### config.mk
export PLATFORM = sky130hd
export DESIGN_NAME = mux8_rr_arbiter_flat
export DESIGN_NICKNAME = d
export VERILOG_FILES = /design/src/rtl/mux8_rr_arbiter_if.sv /design/src/rtl/mux8_rr_arbiter.sv /design/src/flat_wrapper.sv
export SDC_FILE = /design/constraint.sdc
export NUM_CORES = 1
export LEC_CHECK = 0
export BUFFER_PORTS_ARGS = -buffer_cell sky130_fd_sc_hd__buf_2
export CORE_MARGIN = 1.5
export CORE_UTILIZATION = 58
export CTS_CLUSTER_DIAMETER = 60
export CTS_CLUSTER_SIZE = 30
export DETAILED_ROUTE_END_ITERATION = 16
export PLACE_DENSITY = 0.91
export SLEW_MARGIN = 20
export SYNTH_ARGS = -nofsm -noshare
export SYNTH_HDL_FRONTEND = slang
export SYNTH_SLANG_ARGS = --single-unit
### constraint.sdc
create_clock -name clk -period 5 [get_ports clk]
set_clock_uncertainty 0.2 [all_clocks]
set_input_delay 0 -clock clk [delete_from_list [all_inputs] [get_ports clk]]
set_output_delay 0 -clock clk [all_outputs]
set_load 0.05 [all_outputs]
### src/rtl/mux8_rr_arbiter_if.sv
// Request/grant/select bundle between the requesting sources and the
// 8:1 mux arbiter. The arbiter side uses the slave modport.
interface mux8_rr_arbiter_if;
  logic [7:0] req;
  logic [7:0] din;
  logic [7:0] gnt;
  logic       s0;
  logic       s1;
  logic       s2;
  logic       valid;
  logic       out;

  modport master (
    output req, din,
    input  gnt, s0, s1, s2, valid, out
  );

  modport slave (
    input  req, din,
    output gnt, s0, s1, s2, valid, out
  );
endinterface

### src/rtl/mux8_rr_arbiter.sv
// Round-robin arbiter for eight requesters driving the select of an 8:1
// bit mux. One owner at a time, grant registered (latency 1), with a hold
// limit that forces rotation when others are waiting. The mux data path is
// combinational from din through the registered select.
module mux8_rr_arbiter #(
  parameter int MAX_HOLD = 8
) (
  input logic               clk,
  input logic               rst_n,
  mux8_rr_arbiter_if.slave  bus
);

  localparam logic [7:0] HOLD_LAST = 8'(MAX_HOLD - 1);

  typedef enum logic {IDLE, GRANT} state_t;

  state_t     r_state;
  logic [2:0] r_owner;
  logic [2:0] r_ptr;
  logic [7:0] r_cnt;

  state_t     w_state_nxt;
  logic [2:0] w_owner_nxt;
  logic [2:0] w_ptr_nxt;
  logic [7:0] w_cnt_nxt;

  logic [7:0] w_owner_oh;
  logic [7:0] w_search_vec;
  logic [2:0] w_search_base;
  logic [2:0] w_win;
  logic       w_found;

  assign w_owner_oh = 8'(1) << r_owner;

  // State register: owner, last-owner pointer and hold counter.
  always_ff @(posedge clk) begin
    if (!rst_n) begin
      r_state <= IDLE;
      r_owner <= '0;
      r_ptr   <= 3'd7;
      r_cnt   <= '0;
    end else begin
      r_state <= w_state_nxt;
      r_owner <= w_owner_nxt;
      r_ptr   <= w_ptr_nxt;
      r_cnt   <= w_cnt_nxt;
    end
  end

  // Winner search: first set bit after the base index, wrapping 7 -> 0.
  // While granted, the current owner is excluded so that both release and
  // forced rotation start from owner+1 and only ever pick someone else.
  always_comb begin
    w_search_vec  = (r_state == GRANT) ? (bus.req & ~w_owner_oh) : bus.req;
    w_search_base = (r_state == GRANT) ? r_owner : r_ptr;
    w_win         = '0;
    w_found       = 1'b0;
    for (int unsigned i = 1; i <= 8; i++) begin
      if (!w_found && w_search_vec[3'(w_search_base + 3'(i))]) begin
        w_win   = 3'(w_search_base + 3'(i));
        w_found = 1'b1;
      end
    end
  end

  // Next-state: grant on any request, hand over on release or hold expiry.
  always_comb begin
    w_state_nxt = r_state;
    w_owner_nxt = r_owner;
    w_ptr_nxt   = r_ptr;
    w_cnt_nxt   = r_cnt;
    case (r_state)
      IDLE: begin
        if (w_found) begin
          w_state_nxt = GRANT;
          w_owner_nxt = w_win;
          w_cnt_nxt   = '0;
        end
      end
      GRANT: begin
        if (!bus.req[r_owner]) begin
          w_ptr_nxt = r_owner;
          w_cnt_nxt = '0;
          if (w_found) begin
            w_owner_nxt = w_win;
          end else begin
            w_state_nxt = IDLE;
          end
        end else if (r_cnt == HOLD_LAST) begin
          // Saturated: rotate only if someone else is waiting.
          if (w_found) begin
            w_owner_nxt = w_win;
            w_ptr_nxt   = r_owner;
            w_cnt_nxt   = '0;
          end
        end else begin
          w_cnt_nxt = r_cnt + 8'd1;
        end
      end
      default: w_state_nxt = IDLE;
    endcase
  end

  // Outputs: one-hot grant, select holds last owner in IDLE, gated data.
  always_comb begin
    bus.valid = (r_state == GRANT);
    bus.gnt   = bus.valid ? w_owner_oh : '0;
    bus.s0    = r_owner[0];
    bus.s1    = r_owner[1];
    bus.s2    = r_owner[2];
    bus.out   = bus.valid & bus.din[r_owner];
  end

endmodule

### src/flat_wrapper.sv
// flat-port wrapper written by rule: the top's interface ports become plain ports
module mux8_rr_arbiter_flat 
#(
  parameter int MAX_HOLD = 8
)
  (clk, rst_n, bus_req, bus_din, bus_gnt, bus_s0, bus_s1, bus_s2, bus_valid, bus_out);
  mux8_rr_arbiter_if bus_i ();
  input logic clk;
  input logic rst_n;
  input wire logic [$bits(bus_i.req)-1:0] bus_req;
  input wire logic [$bits(bus_i.din)-1:0] bus_din;
  output wire logic [$bits(bus_i.gnt)-1:0] bus_gnt;
  output wire logic [$bits(bus_i.s0)-1:0] bus_s0;
  output wire logic [$bits(bus_i.s1)-1:0] bus_s1;
  output wire logic [$bits(bus_i.s2)-1:0] bus_s2;
  output wire logic [$bits(bus_i.valid)-1:0] bus_valid;
  output wire logic [$bits(bus_i.out)-1:0] bus_out;
  assign bus_i.req = bus_req;
  assign bus_i.din = bus_din;
  assign bus_gnt = bus_i.gnt;
  assign bus_s0 = bus_i.s0;
  assign bus_s1 = bus_i.s1;
  assign bus_s2 = bus_i.s2;
  assign bus_valid = bus_i.valid;
  assign bus_out = bus_i.out;
  mux8_rr_arbiter #(.MAX_HOLD(MAX_HOLD)) u_core (.clk(clk), .rst_n(rst_n), .bus(bus_i));
endmodule
==> results by group, run 1 <==
Min path
  • Min-Delay Path Class: reg2reg

STA
  • Worst Tran Pin Value: ~0.72 ns
  • Final period util: roughly 84%
  • Total negative slack: 0 ns
  • Max-slew violation count: 0
  • Setup violators final: 0
  • Hold Fails Final Rpt: 0
  • RSZ-0062 raised after global routing: no
  • Worst slew margin: between 50 and 60%
  • Fmax: about 240 MHz
  • Min Clock Period, post-route: around 4.2 ns

Clock tree
  • Maximum clock path buffer count: 2
  • Clock Tree Root: clkbuf_4
  • CTS H-Tree Depth: 1
  • CTS tree: done
  • Worst-path clk slew: 0.09 ns
  • Total setup buffers inserted after CTS: 0
  • Clk_lat worst skew: 0.29 ns
  • CTS Sinks: 15
  • Num CTS Buffers: 3

Yosys
  • Simple-gate share of the synthesized area: 28.5%
  • Area of the mapped netlist: 0.00209 mm2
  • Synth Instances: between 200 and 300
  • Main combinational cell family by area after synthesis: simple AND/OR/NAND/NOR gates
  • Post-synth net total: between 200 and 300
  • Post-synthesis average cell area: 8.17 um2
  • Post-synth EDFFs: 0
  • Top-count cell post-synth: mux2i_1
  • Dominant cell type by area after synthesis: dfxtp_1
  • Top cell type's share of synthesized area: approximately 14%
  • Compound-cell area share of the yosys netlist: about a quarter
  • Yosys warnings: 0
  • Sequential area share after synthesis: between 10 and 15%
  • Post-synthesis mux area share: between 20 and 25%
  • Synth cell types: 66
  • Area contributors post-synth: dfxtp_1 (14%), mux2i_1 (11%), mux4_2 (6.5%), nand2_1 (3.8%), nor2_1 (3.6%)
  • Area share of fa/ha/maj cells after synthesis: between 1.5 and 2%
  • Top_reg_cell synth: dfxtp_1
  • Ys async rst share: 0%
  • Synth cell count leaders: mux2i_1 (22), nand2_1 (21), nor2_1 (20)
  • Yosys reg bits: 15
  • XOR/XNOR share of the synthesized area: around 2.9%

Worst setup path
  • Worst EP required: roughly 5 ns
  • Critical path fanouts, max: 16
  • Startpoint types: register
  • Worst path arrival time: 4.22 ns
  • Crit. End Element: register
  • Kind of critical path: reg2reg

Pwr
  • Max IR drop VDD: 0.397 mV
  • P_leak: approximately 0.93 nW
  • Pwr Density: ~600 mW/mm2

Routing
  • Routed Antenna Nets: 0
  • Remaining DRCs: 0
  • Vias per Instance: between 6 and 7
  • Initial DRC count: ~150
  • Routed WL: between 5000 and 6000 um
  • Via count: approximately 2,200
  • DRT Pass-1 Iters: 4
  • WL/cell: between 15 and 20 um

Place
  • DP HPWL: about 4200 um
  • GPL Wtd Cong: 0.933
  • Cell count after placement: ~320
  • Number of port buffers: 30

Global route
  • Vias in the first global route: around 2,100
  • Gr usage total: 29.3%
  • GRT Residual Overflow: 0
  • Largest net degree at the start of global routing: 23
  • First-pass GRT wire length: 9600 um
  • Antenna violations before repair: 0

Die
  • Site Rows: 21
  • Die area: 0.00398 mm2
  • I/O pin count: 31
  • Die Wd: around 63 um
  • Core Area: roughly 0.0034 mm2
  • Starting Density: roughly three fifths
  • Die Ht: roughly 63 um

Run
  • Max-Cap Viols: 0

Finish
  • Post-route insts no fill: around 320
  • Final #Nets: 300
  • Layout area overhead: 8.37%
  • Layout cells sized above 1: approximately a fifth
  • Diodes inserted: 0

Run status
  • Status: finished clean
## worst max-delay path: stages (launching register included)
cell and delay (ns):
dfxtp_1 0.75, mux2i_4 0.30, ha_1 0.67, mux2i_1 0.13
a22oi_1 0.39, nand3_1 0.26, nand3_1 0.17, a32o_1 0.43
o31ai_1 0.14, a21boi_1 0.41, mux2i_1 0.25
## sequential cells by signal, indices dropped and copies added (netlist names)
name / cells
u_core.r_ptr: 3
u_core.bus.valid: 1
u_core.r_cnt: 8
u_core.r_owner: 3
## worst paths after layout
kind / startpoint / to / slack [ns] / cells after the start
max: u_core.r_owner[0]$_SDFFE_PN0P_ / u_core.r_ptr[1]$_SDFFE_PN1P_ / 0.79 / 10
min reg2reg: u_core.r_cnt[7]$_SDFF_PN0_ / u_core.r_cnt[7]$_SDFF_PN0_ / 0.27 / 1
min: u_core.r_cnt[7]$_SDFF_PN0_ / u_core.r_cnt[7]$_SDFF_PN0_ / 0.27 / 1
max reg2reg: u_core.r_owner[0]$_SDFFE_PN0P_ / u_core.r_ptr[1]$_SDFFE_PN1P_ / 0.79 / 10
## layer usage
layer | vias up | global-route usage [%] | wire, um
met4 | 0 | 8.33 | 105
met1 | 1045 | 39.6 | 2380
met5 | - | 0 | 0
met3 | 20 | 4.46 | 498
li1 | 1046 | - | -
met2 | 121 | 48.4 | 2670
## cell type report
class / count / area, um2
well taps: 46 / 57.6
clock buffers: 3 / 22.5
clock inverters: 1 / 5.00
fillers: 274 / 1120
repair buffers: 33 / 175
inverters: 8 / 33.8
flip-flops and latches: 15 / 300
multi-input cells: 218 / 1670
## per-stage QoR
stage	area (um2)	hold WS [ns]	utilization (%)	setup slack, ns	total power, mW
final	2270	0.273	66.9	0.793	1.39
after floorplan	2090	-0.0487	-	0.342	1.09
after global routing	2270	0.317	66.9	0.520	1.48
after detailed placement	2230	0.165	65.8	1.01	1.27
after global placement	2230	0.171	65.8	1.06	1.25
after CTS	2270	0.273	66.9	0.895	1.35
## cells in the final DEF, fill, tap and decap left out, types with 5 or more instances in the layout
cell type / n
a31oi_1: 10
and3_1: 6
buf_2: 30
dfxtp_1: 15
inv_1: 5
mux2i_1: 22
mux4_2: 6
nand2_1: 21
nand3_1: 11
nand4_1: 6
nor2_1: 20
nor2b_1: 12
nor3_1: 7
o211ai_1: 6
o21ai_0: 9
xnor2_1: 5
## cells by family after synthesis
| logic type | count (synthesis) |
|---|---|
| compound gates | 67 |
| flops | 15 |
| buf+inv | 23 |
| xor+xnor | 7 |
| fa+ha+maj | 3 |
| mux | 34 |
| simple gates | 107 |
## where the power goes
part	internal, mW	switching, mW
registers	0.138	0.0508
logic	0.429	0.699
clock network	0.0298	0.0408
## repair_timing
action,4_1_cts,5_1_grt
hold buffers,1,0
endpoints found under the hold margin,12,0
resized for setup,0,0
Power figures use the tool's default switching activity.
==> inputs of run 2 (changes only) <==
--- a/config.mk
+++ b/config.mk
@@ -5,9 +5,10 @@
 export SDC_FILE = /design/constraint.sdc
 export NUM_CORES = 1
 export LEC_CHECK = 0
+export ABC_AREA = 1
 export BUFFER_PORTS_ARGS = -buffer_cell sky130_fd_sc_hd__buf_2
 export CORE_MARGIN = 1.5
-export CORE_UTILIZATION = 58
+export CORE_UTILIZATION = 57
 export CTS_CLUSTER_DIAMETER = 60
 export CTS_CLUSTER_SIZE = 30
 export DETAILED_ROUTE_END_ITERATION = 16
==> constraint.sdc (replaced) <==
create_clock -name clk -period 4.37 [get_ports clk]
set_clock_uncertainty 0.2 [all_clocks]
set_input_delay 0 -clock clk [delete_from_list [all_inputs] [get_ports clk]]
set_output_delay 0 -clock clk [all_outputs]
set_load 0.05 [all_outputs]
==> run 2 against run 1 <==
Against the previous run: sequential share of layout area up 1.7 points; combinational power about the same; setup slack better by 0.14 ns; largest power group unchanged; highest routed layer unchanged.
==> results by group, run 2 <==
Run status
  • Status: finished clean

Global route
  • Antenna violations before repair: 0
  • Gr usage total: approximately 27%
  • First-pass GRT wire length: between 7000 and 8000 um
  • Largest net degree at the start of global routing: 13
  • Vias in the first global route: between 1,500 and 2,000
  • GRT Residual Overflow: 0

Finish
  • Layout cells sized above 1: 23.5%
  • Diodes inserted: 0
  • Final #Nets: 341
  • Post-route insts no fill: between 300 and 400
  • Post-route cell area: between 0.002 and 0.0025 mm2
  • Layout area overhead: 11.8%
  • Most common cell after layout, fill and taps aside: nand2_1
  • Biggest regs: u_core.r_cnt: 8 flops, u_core.r_owner: 3 flops, u_core.r_ptr: 3 flops
  • Most frequent cells in the layout: nand2_1 (62), nand3_1 (57), inv_1 (35), buf_2 (30), nor2_1 (18)
  • Reg with most FFs: u_core.r_cnt
  • Max FFs per register: 8

Die
  • Core Area: 0.00303 mm2
  • Die Wd: 59.1 um
  • Die area: around 0.0035 mm2
  • Starting Density: just under 60%
  • I/O pin count: 31
  • Die Ht: 59.1 um
  • Site Rows: 20

Place
  • GPL Wtd Cong: 0.947
  • Worst slack, placed: approximately 1.0 ns
  • Number of port buffers: 30
  • DP HPWL: 3630 um
  • Cell count after placement: 358
  • Placement Cell Area: around 0.002 mm2

Clock tree
  • Worst-path clk slew: 0.09 ns
  • Clock Tree Root: clkbuf_4
  • CTS-repair resized insts: 0
  • Maximum clock path buffer count: 2
  • Num CTS Buffers: 3
  • CTS Sinks: 15
  • Total setup buffers inserted after CTS: 0
  • Clk_lat worst skew: a little under 0.3 ns
  • CTS tree: done
  • CTS H-Tree Depth: 1

STA
  • Final period util: 78.7%
  • Total negative slack: 0 ns
  • Hold Fails Final Rpt: 0
  • Fmax: approximately 290 MHz
  • Max-slew violation count: 0
  • Min Clock Period, post-route: approximately 3.4 ns
  • Setup violators final: 0
  • Worst Tran Pin Value: 0.451 ns
  • RSZ-0062 raised after global routing: no
  • Worst slew margin: a little over two thirds
  • Post-route setup slack: ~0.93 ns

Worst setup path
  • Kind of critical path: reg2reg
  • Worst path arrival time: 3.42 ns
  • Worst EP required: roughly 4.4 ns
  • Worst reg2reg setup slack: 0.93 ns
  • Crit. End Element: register
  • Startpoint types: register
  • Critical path fanouts, max: 12

Run
  • Max-Cap Viols: 0

Routing
  • Wire length on met1: about 1900 um
  • Initial DRC count: 173
  • DRT Pass-1 Iters: 5
  • Met2 wire len: roughly 2100 um
  • Routed WL: between 4000 and 5000 um
  • Via count: 2,042
  • Detailed-routed wire length on met3: ~360 um
  • Remaining DRCs: 0
  • Top sig layer: met4
  • Vias per Instance: about 5.6
  • Routed Antenna Nets: 0
  • WL/cell: 12.4 um

Yosys
  • Top_reg_cell synth: dfxtp_1
  • Yosys reg bits: 15
  • Synth cell types: 34
  • Top cell type's share of synthesized area: between 15 and 20%
  • Post-synthesis average cell area: 6.22 um2
  • Ys async rst share: 0%
  • Dominant cell type by area after synthesis: dfxtp_1
  • Synth Instances: roughly 290
  • Sequential area share after synthesis: ~17%
  • Area of the mapped netlist: between 0.0015 and 0.002 mm2
  • Post-synth EDFFs: 0
  • Synth cell count leaders: nand2_1 (62), nand3_1 (57), inv_1 (35)
  • Post-synth net total: between 300 and 400
  • Top-count cell post-synth: nand2_1
  • Yosys warnings: 0
  • Area contributors post-synth: dfxtp_1 (17%), nand3_1 (16%), nand2_1 (13%), inv_1 (7.3%), nand3_2 (5.6%)

Pwr
  • Pwr Density: approximately 700 mW/mm2
  • P_leak: 1.03 nW
  • Max IR drop VDD: roughly 0.25 mV

Min path
  • Min-Delay Path Class: in2reg
[run 2: path summary, 6_finish.rpt]
check / from / endpoint / cells past startpoint
max: u_core.bus.valid$_SDFF_PN0_ / u_core.r_ptr[2]$_SDFFE_PN1P_ / 17
min: bus_req[2] / u_core.r_cnt[1]$_SDFF_PN0_ / 7
max reg2reg: u_core.bus.valid$_SDFF_PN0_ / u_core.r_ptr[2]$_SDFFE_PN1P_ / 17
min reg2reg: u_core.r_cnt[7]$_SDFF_PN0_ / u_core.r_cnt[7]$_SDFF_PN0_ / 2
[run 2: timing repair]
item | in CTS | in global routing
hold endpoints to repair | 15 | 0
hold buffers | 1 | 0
setup endpoints to repair | 0 | 0
[run 2: kinds of logic after synthesis]
logic type,share of synthesized area (%)
fa+ha+maj,2.10
compound gates,11.0
buf+inv,11.0
flops,16.8
xor+xnor,4.33
simple gates,54.8
[run 2: layout make-up]
type | instances | area [um2]
fillers | 259 | 1020
clock buffers | 4 | 26.3
repair buffers | 31 | 160
multi-input cells | 225 | 1290
inverters | 44 | 166
flip-flops and latches | 15 | 300
well taps | 44 | 55.1
[run 2: metal layers]
metal	GRT usage, %	up-vias
li1	-	1025
met1	32.5	901
met2	49.0	105
met3	5.24	11
met4	6.49	0
met5	0	-
[run 2: where the power goes]
part	switching, mW	internal (mW)	leakage [nW]
logic	0.771	0.350	0.894
clock network	0.0442	0.0355	0.0150
registers	0.0445	0.161	0.123
[run 2: worst max-delay path: stages (launching register included)]
cell	delay (ns)
dfxtp_1	0.60
inv_2	0.21
nand2_1	0.11
nand2_2	0.15
inv_1	0.21
ha_1	0.36
inv_1	0.21
nand3_2	0.13
nand3_2	0.15
nand2_4	0.08
nor2_8	0.13
nand4_4	0.15
nor2_8	0.16
nand3_4	0.12
clkinv_2	0.13
nand2_4	0.07
nand4_1	0.07
nand3_1	0.08
[run 2: through the flow]
stage / hold slack, ns / utilization, % / total power, mW
finish: 0.0786 / 66.2 / 1.41
global route: 0.132 / 66.2 / 1.53
CTS: 0.0835 / 66.2 / 1.40
detailed placement: 0.0601 / 65.0 / 1.31
global placement: 0.0598 / 65.0 / 1.30
floorplan: -0.115 / - / 1.12
==> inputs of run 3 (changes only) <==
--- a/config.mk
+++ b/config.mk
@@ -8,11 +8,11 @@
 export ABC_AREA = 1
 export BUFFER_PORTS_ARGS = -buffer_cell sky130_fd_sc_hd__buf_2
 export CORE_MARGIN = 1.5
-export CORE_UTILIZATION = 57
+export CORE_UTILIZATION = 51
 export CTS_CLUSTER_DIAMETER = 60
 export CTS_CLUSTER_SIZE = 30
 export DETAILED_ROUTE_END_ITERATION = 16
-export PLACE_DENSITY = 0.91
+export PLACE_DENSITY = 0.87
 export SLEW_MARGIN = 20
 export SYNTH_ARGS = -nofsm -noshare
 export SYNTH_HDL_FRONTEND = slang
==> constraint.sdc (replaced) <==
create_clock -name clk -period 3.13 [get_ports clk]
set_clock_uncertainty 0.2 [all_clocks]
set_input_delay 0 -clock clk [delete_from_list [all_inputs] [get_ports clk]]
set_output_delay 0 -clock clk [all_outputs]
set_load 0.05 [all_outputs]
==> run 3 against run 2 <==
Against the previous run: via count is 1.3% lower; final cell count is 1.9% higher; register-to-register slack worse by 0.70 ns; non-clock buffer count is 5 higher; largest cell class unchanged.
==> results by group, run 3 (same netlist as run 2, synthesis figures left out) <==
STA
  • Worst Tran Pin Value: between 0.4 and 0.5 ns
  • Setup violators final: 0
  • RSZ-0062 raised after global routing: no
  • Fmax: 345 MHz
  • Final period util: about 90%
  • Hold Fails Final Rpt: 0
  • Min Clock Period, post-route: about 2.9 ns
  • Total negative slack: 0 ns
  • Worst slew margin: a little under three quarters
  • Max-slew violation count: 0
  • Worst hold slack: around 0.11 ns

Worst setup path
  • Startpoint types: register
  • Slowest CP cell: ha_2
  • Worst setup endpoint: u_core.r_ptr[2]$_SDFFE_PN1P_
  • Worst setup path startpoint: u_core.bus.valid$_SDFF_PN0_
  • Crit. End Element: register
  • Worst reg2reg setup slack: around 0.23 ns
  • Worst reg2reg path endpoint: u_core.r_ptr[2]$_SDFFE_PN1P_
  • Critical path fanouts, max: 12
  • R2r startpoint: u_core.bus.valid$_SDFF_PN0_
  • Kind of critical path: reg2reg
  • CP max stage delay: approximately 0.43 ns
  • Crit path cell chain: inv_4 > nand2_1 > nand2_2 > inv_1 > ha_2 > nand3_1 > nand3_2 > nand2_4 > nor2_8 > nand4_4 > nor2_8 > nand3_4 > clkinv_2 > nand2_4 > nand4_1 > nand3_1
  • Worst EP required: about 3.1 ns
  • Worst path arrival time: ~2.9 ns
  • R2R cell count: 16

Die
  • Die Ht: just over 60 um
  • Starting Density: between 50% and 60%
  • Die area: ~0.0039 mm2
  • Core Area: about 0.0034 mm2
  • Site Rows: 21
  • I/O pin count: 31
  • Die Wd: 62.3 um

Place
  • Number of port buffers: 30
  • Placement Cell Area: roughly 0.002 mm2
  • DP HPWL: 3690 um
  • GPL Wtd Cong: a little over 0.9

Clock tree
  • Maximum clock path buffer count: 2
  • CTS tree: done
  • CTS Sinks: 15
  • Clock Tree Root: clkbuf_4
  • CTS H-Tree Depth: 1
  • Worst-path clk slew: about 0.090 ns
  • Num CTS Buffers: 3
  • Clk_lat worst skew: about 0.29 ns

Routing
  • Routed Antenna Nets: 0
  • Routed WL: 4540 um
  • Initial DRC count: 159
  • Vias per Instance: roughly 5.4
  • Remaining DRCs: 0
  • DRT Pass-1 Iters: 4
  • Via count: between 2,000 and 2,500
  • WL/cell: approximately 12 um

Pwr
  • P_leak: 1.06 nW
  • Sequential share of power: a little over an eighth
  • Internal power: 794 uW
  • NetSw: around 1.2 mW
  • Sw Ratio: between 60% and 70%
  • Logic pwr share: 81.4%
  • Max IR drop VDD: about 0.31 mV
  • Clock power frac: about 5.6%
  • Pwr Density: between 900 and 1000 mW/mm2

Finish
  • Reg with most FFs: u_core.r_cnt
  • Layout cells sized above 1: around a quarter
  • Layout area overhead: 14.7%
  • Post-route cell area: ~0.0021 mm2
  • Most common cell after layout, fill and taps aside: nand2_1
  • Final #Nets: 346
  • Most frequent cells in the layout: nand2_1 (62), nand3_1 (57), inv_1 (34), buf_2 (30), nor2_1 (18)
  • Max FFs per register: 8
  • Diodes inserted: 0
  • Biggest regs: u_core.r_cnt: 8 flops, u_core.r_owner: 3 flops, u_core.r_ptr: 3 flops

Global route
  • GRT Residual Overflow: 0
  • Gr usage total: between 20 and 25%
  • Vias in the first global route: 1,933
  • Antenna violations before repair: 0
  • First-pass GRT wire length: 8020 um
  • Largest net degree at the start of global routing: 13

Min path
  • Min-Delay Path Class: in2reg
  • Hold wc startpoint: bus_req[2]

Run status
  • Status: finished clean

Run
  • Max-Cap Viols: 0
## run 3: worst min path at each step
stage | to | slack [ns] | cells after the start
global route | u_core.r_cnt[1]$_SDFF_PN0_ | 0.13 | 7
finish | u_core.r_cnt[1]$_SDFF_PN0_ | 0.11 | 7
detailed placement | u_core.r_ptr[1]$_SDFFE_PN1P_ | 0.06 | 2
floorplan | u_core.r_ptr[1]$_SDFFE_PN1P_ | -0.12 | 1
CTS | u_core.r_cnt[1]$_SDFF_PN0_ | 0.09 | 7
global placement | u_core.r_ptr[2]$_SDFFE_PN1P_ | 0.07 | 2
## run 3: stage by stage
step	utilization, %	power [mW]	worst slack [ns]	std cells
after floorplan	-	1.57	0.0102	288
after global placement	59.7	1.84	0.169	365
after detailed placement	59.7	1.86	0.0636	365
after CTS	60.9	1.98	0.0457	370
after global routing	61.1	2.20	0.0120	370
final	61.1	2.00	0.232	370
## run 3: area by class of cell
cell class / count / area, um2
Sequential cell: 15 / 305
Clock inverter: 1 / 5.00
Clock buffer: 3 / 22.5
Tap cell: 46 / 57.6
Inverter: 44 / 169
Timing Repair Buffer: 36 / 198
Fill cell: 321 / 1310
Multi-Input combinational cell: 225 / 1300
## run 3: timing repair
action | CTS | global route
hold buffers | 1 | 0
resized for setup | 0 | 4
endpoints found under the hold margin | 15 | 0
buffers inserted | 0 | 0
endpoints found under the setup margin | 0 | 15
## run 3: worst max-delay path: cells and delay by family (launching register included)
family | cells | cell delay, ns
flops | 1 | 0.41
buf+inv | 3 | 0.34
fa+ha+maj | 1 | 0.43
simple gates | 12 | 1.41
## run 3: per-layer routing
| metal | track usage (%) | vias to the layer above | routed length, um |
|---|---|---|---|
| met2 | 41.2 | 69 | 2140 |
| li1 | - | 1030 | - |
| met5 | 0 | - | 0 |
| met1 | 32.2 | 907 | 2060 |
| met3 | 4.35 | 10 | 274 |
| met4 | 7.50 | 0 | 68 |
## run 3: power groups by stage
stage	sequential [mW]	combinational, mW	clock (mW)
final	0.261	1.63	0.111
after global routing	0.264	1.81	0.123
after CTS	0.260	1.61	0.115
after detailed placement	0.264	1.60	0
after floorplan	0.324	1.24	0
after global placement	0.264	1.58	0
